<file path="src/rtl/hazard_pkg.sv">
// hazard_pkg: opcode map, default legal-opcode mask and pipeline control encoding
package hazard_pkg;
  localparam logic [3:0] OP_ADD = 4'd0;
  localparam logic [3:0] OP_SUB = 4'd1;
  localparam logic [3:0] OP_AND = 4'd2;
  localparam logic [3:0] OP_OR  = 4'd4;
  localparam logic [3:0] OP_XOR = 4'd5;
  localparam logic [3:0] OP_SHL = 4'd6;
  localparam logic [3:0] OP_SHR = 4'd7;
  localparam logic [3:0] OP_LD  = 4'd10;
  localparam logic [3:0] OP_ST  = 4'd11;
  localparam logic [3:0] OP_BEQ = 4'd12;
  localparam logic [3:0] OP_BNE = 4'd13;
  localparam logic [3:0] OP_JAL = 4'd15;
  localparam logic [15:0] VALID_OP_MASK_DEF = 16'hBCF7;
  typedef struct packed {
    logic pc_ctrl;
    logic buffer_ctrl;
    logic ctrl_mux;
  } ctrl_t;
  localparam ctrl_t CTRL_RUN   = 3'b110;
  localparam ctrl_t CTRL_STALL = 3'b001;
  localparam ctrl_t CTRL_FLUSH = 3'b111;
endpackage

</file>
<file path="src/rtl/hazard_if.sv">
// hazard_if: IF/ID and ID/EX view of the hazard unit with its control and debug outputs
interface hazard_if #(
  parameter int REG_AW = 4,
  parameter int OP_W   = 4,
  parameter int CNT_W  = 16
);
  logic              ifIdValid;
  logic [OP_W-1:0]   opCode;
  logic [REG_AW-1:0] ifIdOp1;
  logic [REG_AW-1:0] ifIdOp2;
  logic              idExValid;
  logic              idExMemRead;
  logic [REG_AW-1:0] idExRd;
  logic              flush;
  logic              errClear;
  logic              statClear;
  logic              pcCtrl;
  logic              bufferCtrl;
  logic              ctrlMux;
  logic              opCodeError;
  logic              errSticky;
  logic [OP_W-1:0]   errOpCode;
  logic [CNT_W-1:0]  stallCount;
  modport master (
    output ifIdValid, opCode, ifIdOp1, ifIdOp2, idExValid, idExMemRead, idExRd,
           flush, errClear, statClear,
    input  pcCtrl, bufferCtrl, ctrlMux, opCodeError, errSticky, errOpCode, stallCount
  );
  modport slave (
    input  ifIdValid, opCode, ifIdOp1, ifIdOp2, idExValid, idExMemRead, idExRd,
           flush, errClear, statClear,
    output pcCtrl, bufferCtrl, ctrlMux, opCodeError, errSticky, errOpCode, stallCount
  );
endinterface

</file>
<file path="src/rtl/hazard_scoreboard_load_shadow.sv">
// load_shadow: free-running valid/rd delay line for loads past ID/EX, entry 0 is the youngest
module load_shadow #(
  parameter int REG_AW = 4,
  parameter int DEPTH  = 0,
  localparam int N = DEPTH > 0 ? DEPTH : 1
) (
  input  logic                clk,
  input  logic                rst,
  input  logic                in_valid,
  input  logic [REG_AW-1:0]   in_rd,
  output logic [N-1:0]        valid,
  output logic [N*REG_AW-1:0] rd
);
  if (DEPTH > 0) begin : g_sh
    logic [N-1:0]        valid_q, valid_d;
    logic [N*REG_AW-1:0] rd_q, rd_d;
    always_comb begin
      valid_d = (valid_q << 1) | N'(in_valid);
      rd_d    = (rd_q << REG_AW) | (N*REG_AW)'(in_rd);
    end
    always_ff @(posedge clk or posedge rst)
      if (rst) begin
        valid_q <= '0;
        rd_q    <= '0;
      end else begin
        valid_q <= valid_d;
        rd_q    <= rd_d;
      end
    assign valid = valid_q;
    assign rd    = rd_q;
  end else begin : g_none
    // Single-cycle latency needs no history; the tie-off keeps the ports consumed.
    logic unused;
    assign unused = ^{clk, rst, in_valid, in_rd};
    assign valid  = '0;
    assign rd     = '0;
  end
endmodule

</file>
<file path="src/rtl/hazard_scoreboard.sv">
// hazard_scoreboard: load-use stall/bubble control with illegal-opcode capture and stall counter
module hazard_scoreboard
  import hazard_pkg::*;
#(
  parameter int                   REG_AW        = 4,
  parameter int                   OP_W          = 4,
  parameter int                   LOAD_LAT      = 1,
  parameter logic [2**OP_W-1:0]   VALID_OP_MASK = VALID_OP_MASK_DEF,
  parameter bit                   ZERO_REG      = 1'b1,
  parameter int                   CNT_W         = 16
) (
  input logic     clk,
  input logic     rst,
  hazard_if.slave bus
);
  localparam int SD = LOAD_LAT > 1 ? LOAD_LAT - 1 : 0;
  localparam int N  = SD > 0 ? SD : 1;
  logic                ld_v, ex_hit, hazard, op_err;
  logic [N-1:0]        sh_v, sh_hit;
  logic [N*REG_AW-1:0] sh_rd;
  ctrl_t               ctrl;
  logic                err_sticky_q, err_sticky_d;
  logic [OP_W-1:0]     err_op_q, err_op_d;
  logic [CNT_W-1:0]    stall_cnt_q, stall_cnt_d;
  assign ld_v = bus.idExValid & bus.idExMemRead & !(ZERO_REG && bus.idExRd == '0);
  load_shadow #(.REG_AW(REG_AW), .DEPTH(SD)) u_shadow (
    .clk      (clk),
    .rst      (rst),
    .in_valid (ld_v),
    .in_rd    (bus.idExRd),
    .valid    (sh_v),
    .rd       (sh_rd)
  );
  for (genvar k = 0; k < N; k++) begin : g_cmp
    assign sh_hit[k] = sh_v[k] & (sh_rd[k*REG_AW +: REG_AW] == bus.ifIdOp1 ||
                                  sh_rd[k*REG_AW +: REG_AW] == bus.ifIdOp2);
  end
  assign ex_hit = ld_v & (bus.idExRd == bus.ifIdOp1 || bus.idExRd == bus.ifIdOp2);
  assign hazard = bus.ifIdValid & !bus.flush & (ex_hit | (|sh_hit));
  assign op_err = bus.ifIdValid & !VALID_OP_MASK[bus.opCode];
  // A squashed slot still needs a bubble, so flush forces the mux but keeps the PC moving.
  assign ctrl = bus.flush ? CTRL_FLUSH : hazard ? CTRL_STALL : CTRL_RUN;
  always_comb begin
    err_sticky_d = (op_err && !err_sticky_q) ? 1'b1 : bus.errClear ? 1'b0 : err_sticky_q;
    err_op_d     = (op_err && !err_sticky_q) ? bus.opCode : bus.errClear ? '0 : err_op_q;
    stall_cnt_d  = bus.statClear ? '0 :
                   (hazard && !(&stall_cnt_q)) ? stall_cnt_q + 1'b1 : stall_cnt_q;
  end
  always_ff @(posedge clk or posedge rst)
    if (rst) begin
      err_sticky_q <= 1'b0;
      err_op_q     <= '0;
      stall_cnt_q  <= '0;
    end else begin
      err_sticky_q <= err_sticky_d;
      err_op_q     <= err_op_d;
      stall_cnt_q  <= stall_cnt_d;
    end
  assign bus.pcCtrl      = ctrl.pc_ctrl;
  assign bus.bufferCtrl  = ctrl.buffer_ctrl;
  assign bus.ctrlMux     = ctrl.ctrl_mux;
  assign bus.opCodeError = op_err;
  assign bus.errSticky   = err_sticky_q;
  assign bus.errOpCode   = err_op_q;
  assign bus.stallCount  = stall_cnt_q;
endmodule

</file>
<file path="src/flat_wrapper.sv">
// flat-port wrapper written by rule: the top's interface ports become plain ports
module hazard_scoreboard_flat import hazard_pkg::*;
#(
  parameter int                   REG_AW        = 4,
  parameter int                   OP_W          = 4,
  parameter int                   LOAD_LAT      = 1,
  parameter logic [2**OP_W-1:0]   VALID_OP_MASK = VALID_OP_MASK_DEF,
  parameter bit                   ZERO_REG      = 1'b1,
  parameter int                   CNT_W         = 16
)
  (clk, rst, bus_ifIdValid, bus_opCode, bus_ifIdOp1, bus_ifIdOp2, bus_idExValid, bus_idExMemRead, bus_idExRd, bus_flush, bus_errClear, bus_statClear, bus_pcCtrl, bus_bufferCtrl, bus_ctrlMux, bus_opCodeError, bus_errSticky, bus_errOpCode, bus_stallCount);
  hazard_if #(.REG_AW(REG_AW), .OP_W(OP_W), .CNT_W(CNT_W)) bus_i ();
  input logic clk;
  input logic rst;
  input wire logic [$bits(bus_i.ifIdValid)-1:0] bus_ifIdValid;
  input wire logic [$bits(bus_i.opCode)-1:0] bus_opCode;
  input wire logic [$bits(bus_i.ifIdOp1)-1:0] bus_ifIdOp1;
  input wire logic [$bits(bus_i.ifIdOp2)-1:0] bus_ifIdOp2;
  input wire logic [$bits(bus_i.idExValid)-1:0] bus_idExValid;
  input wire logic [$bits(bus_i.idExMemRead)-1:0] bus_idExMemRead;
  input wire logic [$bits(bus_i.idExRd)-1:0] bus_idExRd;
  input wire logic [$bits(bus_i.flush)-1:0] bus_flush;
  input wire logic [$bits(bus_i.errClear)-1:0] bus_errClear;
  input wire logic [$bits(bus_i.statClear)-1:0] bus_statClear;
  output wire logic [$bits(bus_i.pcCtrl)-1:0] bus_pcCtrl;
  output wire logic [$bits(bus_i.bufferCtrl)-1:0] bus_bufferCtrl;
  output wire logic [$bits(bus_i.ctrlMux)-1:0] bus_ctrlMux;
  output wire logic [$bits(bus_i.opCodeError)-1:0] bus_opCodeError;
  output wire logic [$bits(bus_i.errSticky)-1:0] bus_errSticky;
  output wire logic [$bits(bus_i.errOpCode)-1:0] bus_errOpCode;
  output wire logic [$bits(bus_i.stallCount)-1:0] bus_stallCount;
  assign bus_i.ifIdValid = bus_ifIdValid;
  assign bus_i.opCode = bus_opCode;
  assign bus_i.ifIdOp1 = bus_ifIdOp1;
  assign bus_i.ifIdOp2 = bus_ifIdOp2;
  assign bus_i.idExValid = bus_idExValid;
  assign bus_i.idExMemRead = bus_idExMemRead;
  assign bus_i.idExRd = bus_idExRd;
  assign bus_i.flush = bus_flush;
  assign bus_i.errClear = bus_errClear;
  assign bus_i.statClear = bus_statClear;
  assign bus_pcCtrl = bus_i.pcCtrl;
  assign bus_bufferCtrl = bus_i.bufferCtrl;
  assign bus_ctrlMux = bus_i.ctrlMux;
  assign bus_opCodeError = bus_i.opCodeError;
  assign bus_errSticky = bus_i.errSticky;
  assign bus_errOpCode = bus_i.errOpCode;
  assign bus_stallCount = bus_i.stallCount;
  hazard_scoreboard #(.REG_AW(REG_AW), .OP_W(OP_W), .LOAD_LAT(LOAD_LAT), .VALID_OP_MASK(VALID_OP_MASK), .ZERO_REG(ZERO_REG), .CNT_W(CNT_W)) u_core (.clk(clk), .rst(rst), .bus(bus_i));
endmodule
</file>
<file path="config.mk">
export PLATFORM = sky130hd
export DESIGN_NAME = hazard_scoreboard_flat
export DESIGN_NICKNAME = d
export VERILOG_FILES = /design/src/rtl/hazard_pkg.sv /design/src/rtl/hazard_if.sv /design/src/rtl/hazard_scoreboard_load_shadow.sv /design/src/rtl/hazard_scoreboard.sv /design/src/flat_wrapper.sv
export SDC_FILE = /design/constraint.sdc
export NUM_CORES = 1
export LEC_CHECK = 0
export BUFFER_PORTS_ARGS = -buffer_cell sky130_fd_sc_hd__clkbuf_2
export CORE_MARGIN = 1
export CORE_UTILIZATION = 40
export DETAILED_ROUTE_END_ITERATION = 8
export GPL_ROUTABILITY_DRIVEN = 0
export PLACE_DENSITY = 0.67
export SYNTH_ARGS = -nofsm -noshare
export SYNTH_HDL_FRONTEND = slang
export SYNTH_SLANG_ARGS = --single-unit
export TNS_END_PERCENT = 100
</file>
<file path="constraint.sdc">
create_clock -name clk -period 2.5 [get_ports clk]
set_input_delay 0.125 -clock clk [delete_from_list [all_inputs] [get_ports clk]]
set_output_delay 0.125 -clock clk [all_outputs]
set_load 0.01 [all_outputs]
</file>
==> results.tsv <==
stage	metric	value	unit
timing	Tightest Pin Transition	781	ps
logic_synthesis	Syn Inst Count	137	
floorplan	row count	20	
power	Max IR drop VDD	183	uV
routing	DR DRC count	0	
worst_setup_path	crit path cell chain	ha_1 > and4_1 > nand4_1 > nor2_1 > buf_4 > or4_1 > a21oi_1	
routing	Vias per Instance	5.48	
worst_setup_path	worst setup path category	register to register	
global_routing	maximum number of pins on one net before global-route repair	22	
floorplan	die area	0.00357	sq mm
clocking	CTS clock-pin slew for the worst setup and hold paths	100	ps
clocking	number of setup buffers added after CTS	0	
power	static leakage	0.741	nW
power	pwr/cell area	365	mW/mm^2
worst_setup_path	worst-path cell with the longest stage delay	sky130_fd_sc_hd__or4_1	
logic_synthesis	EDFF count, synth	0	
logic_synthesis	Post-Synthesis Net Count	162	
global_routing	via count of the first global-routing pass	1201	
logic_synthesis	flip-flop cell with the highest count after synthesis	sky130_fd_sc_hd__dfrtp_1	
worst_setup_path	launching element type of the critical path	register	
routing	DRT antenna net count	0	
timing	clock period minus worst slack	2180	ps
timing	Final setup violation count	0	
logic_synthesis	combined area of all synthesized cells	0.00134	sq mm
global_routing	global routing usage summed across all routing layers	19.6	%
timing	max frequency	460	MHz
clocking	total CTS buffers	3	
worst_setup_path	data arrival time of the worst path	2400	ps
cells_and_area	share of cells above drive strength 1	36.8	%
routing	initial drt markers	48	
worst_setup_path	maximum fanout encountered on the critical timing path	13	
worst_hold_path	classification of the worst-slack hold path	primary input to register	
clocking	Resized cells post-CTS	0	
place	number of I/O port buffers	48	
logic_synthesis	Post-Synth Adder-Cell Area	0.937	%
routing	drt total wl	3180	microns
cells_and_area	Final Core Density	52.7	%
logic_synthesis	proportion of synthesized area in mux cells	7.50	%
logic_synthesis	Simple-Gate Fraction of Synth Area	27.4	%
floorplan	IO Count	49	
clocking	clock root cell	sky130_fd_sc_hd__clkbuf_4	
global_routing	first-pass GRT wire length	5290	microns
outcome	status	finished, final reports clean	
cells_and_area	area growth from synthesis to final layout	22.5	%
timing	fin. max-slew vios	0	
clocking	number of buffers inserted by hold repair at cts	1	
timing	normalized max-slew margin	47.3	%
logic_synthesis	top post-synthesis cells by count	21 x sky130_fd_sc_hd__dfrtp_1, 12 x sky130_fd_sc_hd__a21oi_1	
floorplan	die outline height	59.8	microns
cells_and_area	area of all placed cells without fillers	0.00164	sq mm
logic_synthesis	count of state elements after synthesis	21	
clocking	number of buffers on the longest clock path	2	
clocking	TritonCTS clock tree	yes	
logic_synthesis	combinational family with the most area after synthesis	simple AND/OR/NAND/NOR gates	
timing	Sum Neg Setup Slack	0	ps
routing	first-pass iteration count of the detailed router	4	
floorplan	starting density of the core	43.0	%
logic_synthesis	cell types occupying the most area after synthesis	sky130_fd_sc_hd__dfrtp_1 39%, sky130_fd_sc_hd__mux2_2 6.7%, sky130_fd_sc_hd__xnor2_1 4.6%, sky130_fd_sc_hd__a21oi_1 4.5%, sky130_fd_sc_hd__nor2b_1 3.7%	
clocking	CTS sink count	21	
logic_synthesis	library cells used by synthesis	42	
logic_synthesis	count of synthesis-stage warnings from yosys	0	
floorplan	chip width	59.8	microns
logic_synthesis	post-synth top area share	39.4	%
logic_synthesis	leading area contributor after synthesis	sky130_fd_sc_hd__dfrtp_1	
global_routing	total grt overflow	0	
timing	Tcrit/Tclk final	87.0	%
logic_synthesis	Seq/Total Area, Yosys	39.4	%
logic_synthesis	xor/xnor share of the synthesized area	5.81	%
logic_synthesis	share of async-settable or async-resettable flops after synthesis	100	%
job	reported max-cap violation count	0	
clocking	source-to-sink clock delay at the later pin of the worst-skew pair	310	ps
logic_synthesis	synthesized area per cell	9.74	sq um
worst_setup_path	sort of element at the end of the critical path	register	
routing	number of vias after detailed routing	1254	
worst_setup_path	data required time at the worst endpoint	2720	ps
logic_synthesis	complex-gate fraction of the synthesized area	15.0	%
global_routing	number of antenna violations at the first check in global routing	0	
floorplan	floorplan core area	0.00310	sq mm
timing	setup repair after global routing missed its margin	false	
cells_and_area	count of antenna diodes in the layout	0	
routing	routed wirelength normalized by instance count	13.9	microns
cells_and_area	# nets final	211	
place	Post-DP Area	0.00160	sq mm
place	Detail Placement HPWL	2450	microns
clocking	maximum level of the CTS H-tree	1	
worst_setup_path	Slowest Stage Delay on Critical Path	460	ps
logic_synthesis	leading cell type by number of instances after synthesis	sky130_fd_sc_hd__dfrtp_1	
timing	Hold Violations, Final	0	
timing	Clock Skews	14.5	ps
-- state kept, by name (all words and copies together) (netlist names) --
name                   flops
u_core.bus.errSticky       1
u_core.bus.stallCount     16
u_core.bus.errOpCode       4
-- cells in the final DEF, fill, tap and decap left out, types with 4 or more instances in the layout --
cell type	count
sky130_fd_sc_hd__a21oi_1	12
sky130_fd_sc_hd__clkbuf_2	48
sky130_fd_sc_hd__dfrtp_1	21
sky130_fd_sc_hd__mux2_2	8
sky130_fd_sc_hd__nand2_1	5
sky130_fd_sc_hd__nand3_1	8
sky130_fd_sc_hd__nor2_1	8
sky130_fd_sc_hd__nor2b_1	8
sky130_fd_sc_hd__o31ai_1	4
sky130_fd_sc_hd__o41ai_1	4
sky130_fd_sc_hd__or4_1	5
sky130_fd_sc_hd__xnor2_1	7
-- final timing paths --
| path | from | end | slack (ps) | depth (start not counted) |
|---|---|---|---|---|
| max in group asynchronous | rst | u_core.bus.stallCount[4] | 1510 | 3 |
| worst min register to register | u_core.bus.errSticky | u_core.bus.errSticky | 530 | 1 |
| min in group asynchronous | rst | u_core.bus.stallCount[9] | 480 | 3 |
| worst max-delay path | u_core.bus.stallCount[0] | u_core.bus.stallCount[3] | 320 | 7 |
| worst max register to register | u_core.bus.stallCount[0] | u_core.bus.stallCount[3] | 320 | 7 |
| worst min-delay path | bus_errClear | u_core.bus.errSticky | 70 | 2 |
-- through the flow --
step	total power (W)	hold WS (ps)	instances	setup slack (ps)
CTS	0.000605	61.4	229	312
detailed placement	0.000440	311	224	341
floorplan	0.000401	102	137	451
global route	0.000627	51.6	229	181
finish	0.000598	68.3	229	324
global placement	0.000436	295	224	481
-- worst max-delay path, delay by kind of cell, from the launching register on --
kind / cells / cell delay (ps)
compound gates: 1 / 160
fa+ha+maj: 1 / 260
buf+inv: 1 / 200
flops: 1 / 450
simple gates: 4 / 1020
-- cell type report --
type                       instances  area, sq um
sequential                        21          526
tap                               44         55.1
clock buffer                       4         26.3
multi-input combinational        106          756
inverter                           4         15.0
fill                             324         1470
timing repair buffer              50          258
-- report_power, final --
group          switching [W]  internal [W]
Sequential        0.00000359      0.000345
Clock               0.000103     0.0000623
Combinational      0.0000438     0.0000401
-- cells by family after synthesis --
kind of cell | after synthesis
simple gates | 60
mux | 9
flops | 21
fa+ha+maj | 1
buf+inv | 10
xor+xnor | 8
compound gates | 28
-- layer usage --
metal  up-vias  share of wire (%)  GRT usage [%]
li1        611                  -              -
met1       589                 45           24.7
met2        45                 48           32.7
met3         9                4.7           2.38
met4         0                2.7           9.97
met5         -                  0              0
Note: power is estimated with default switching activity, not from simulation.
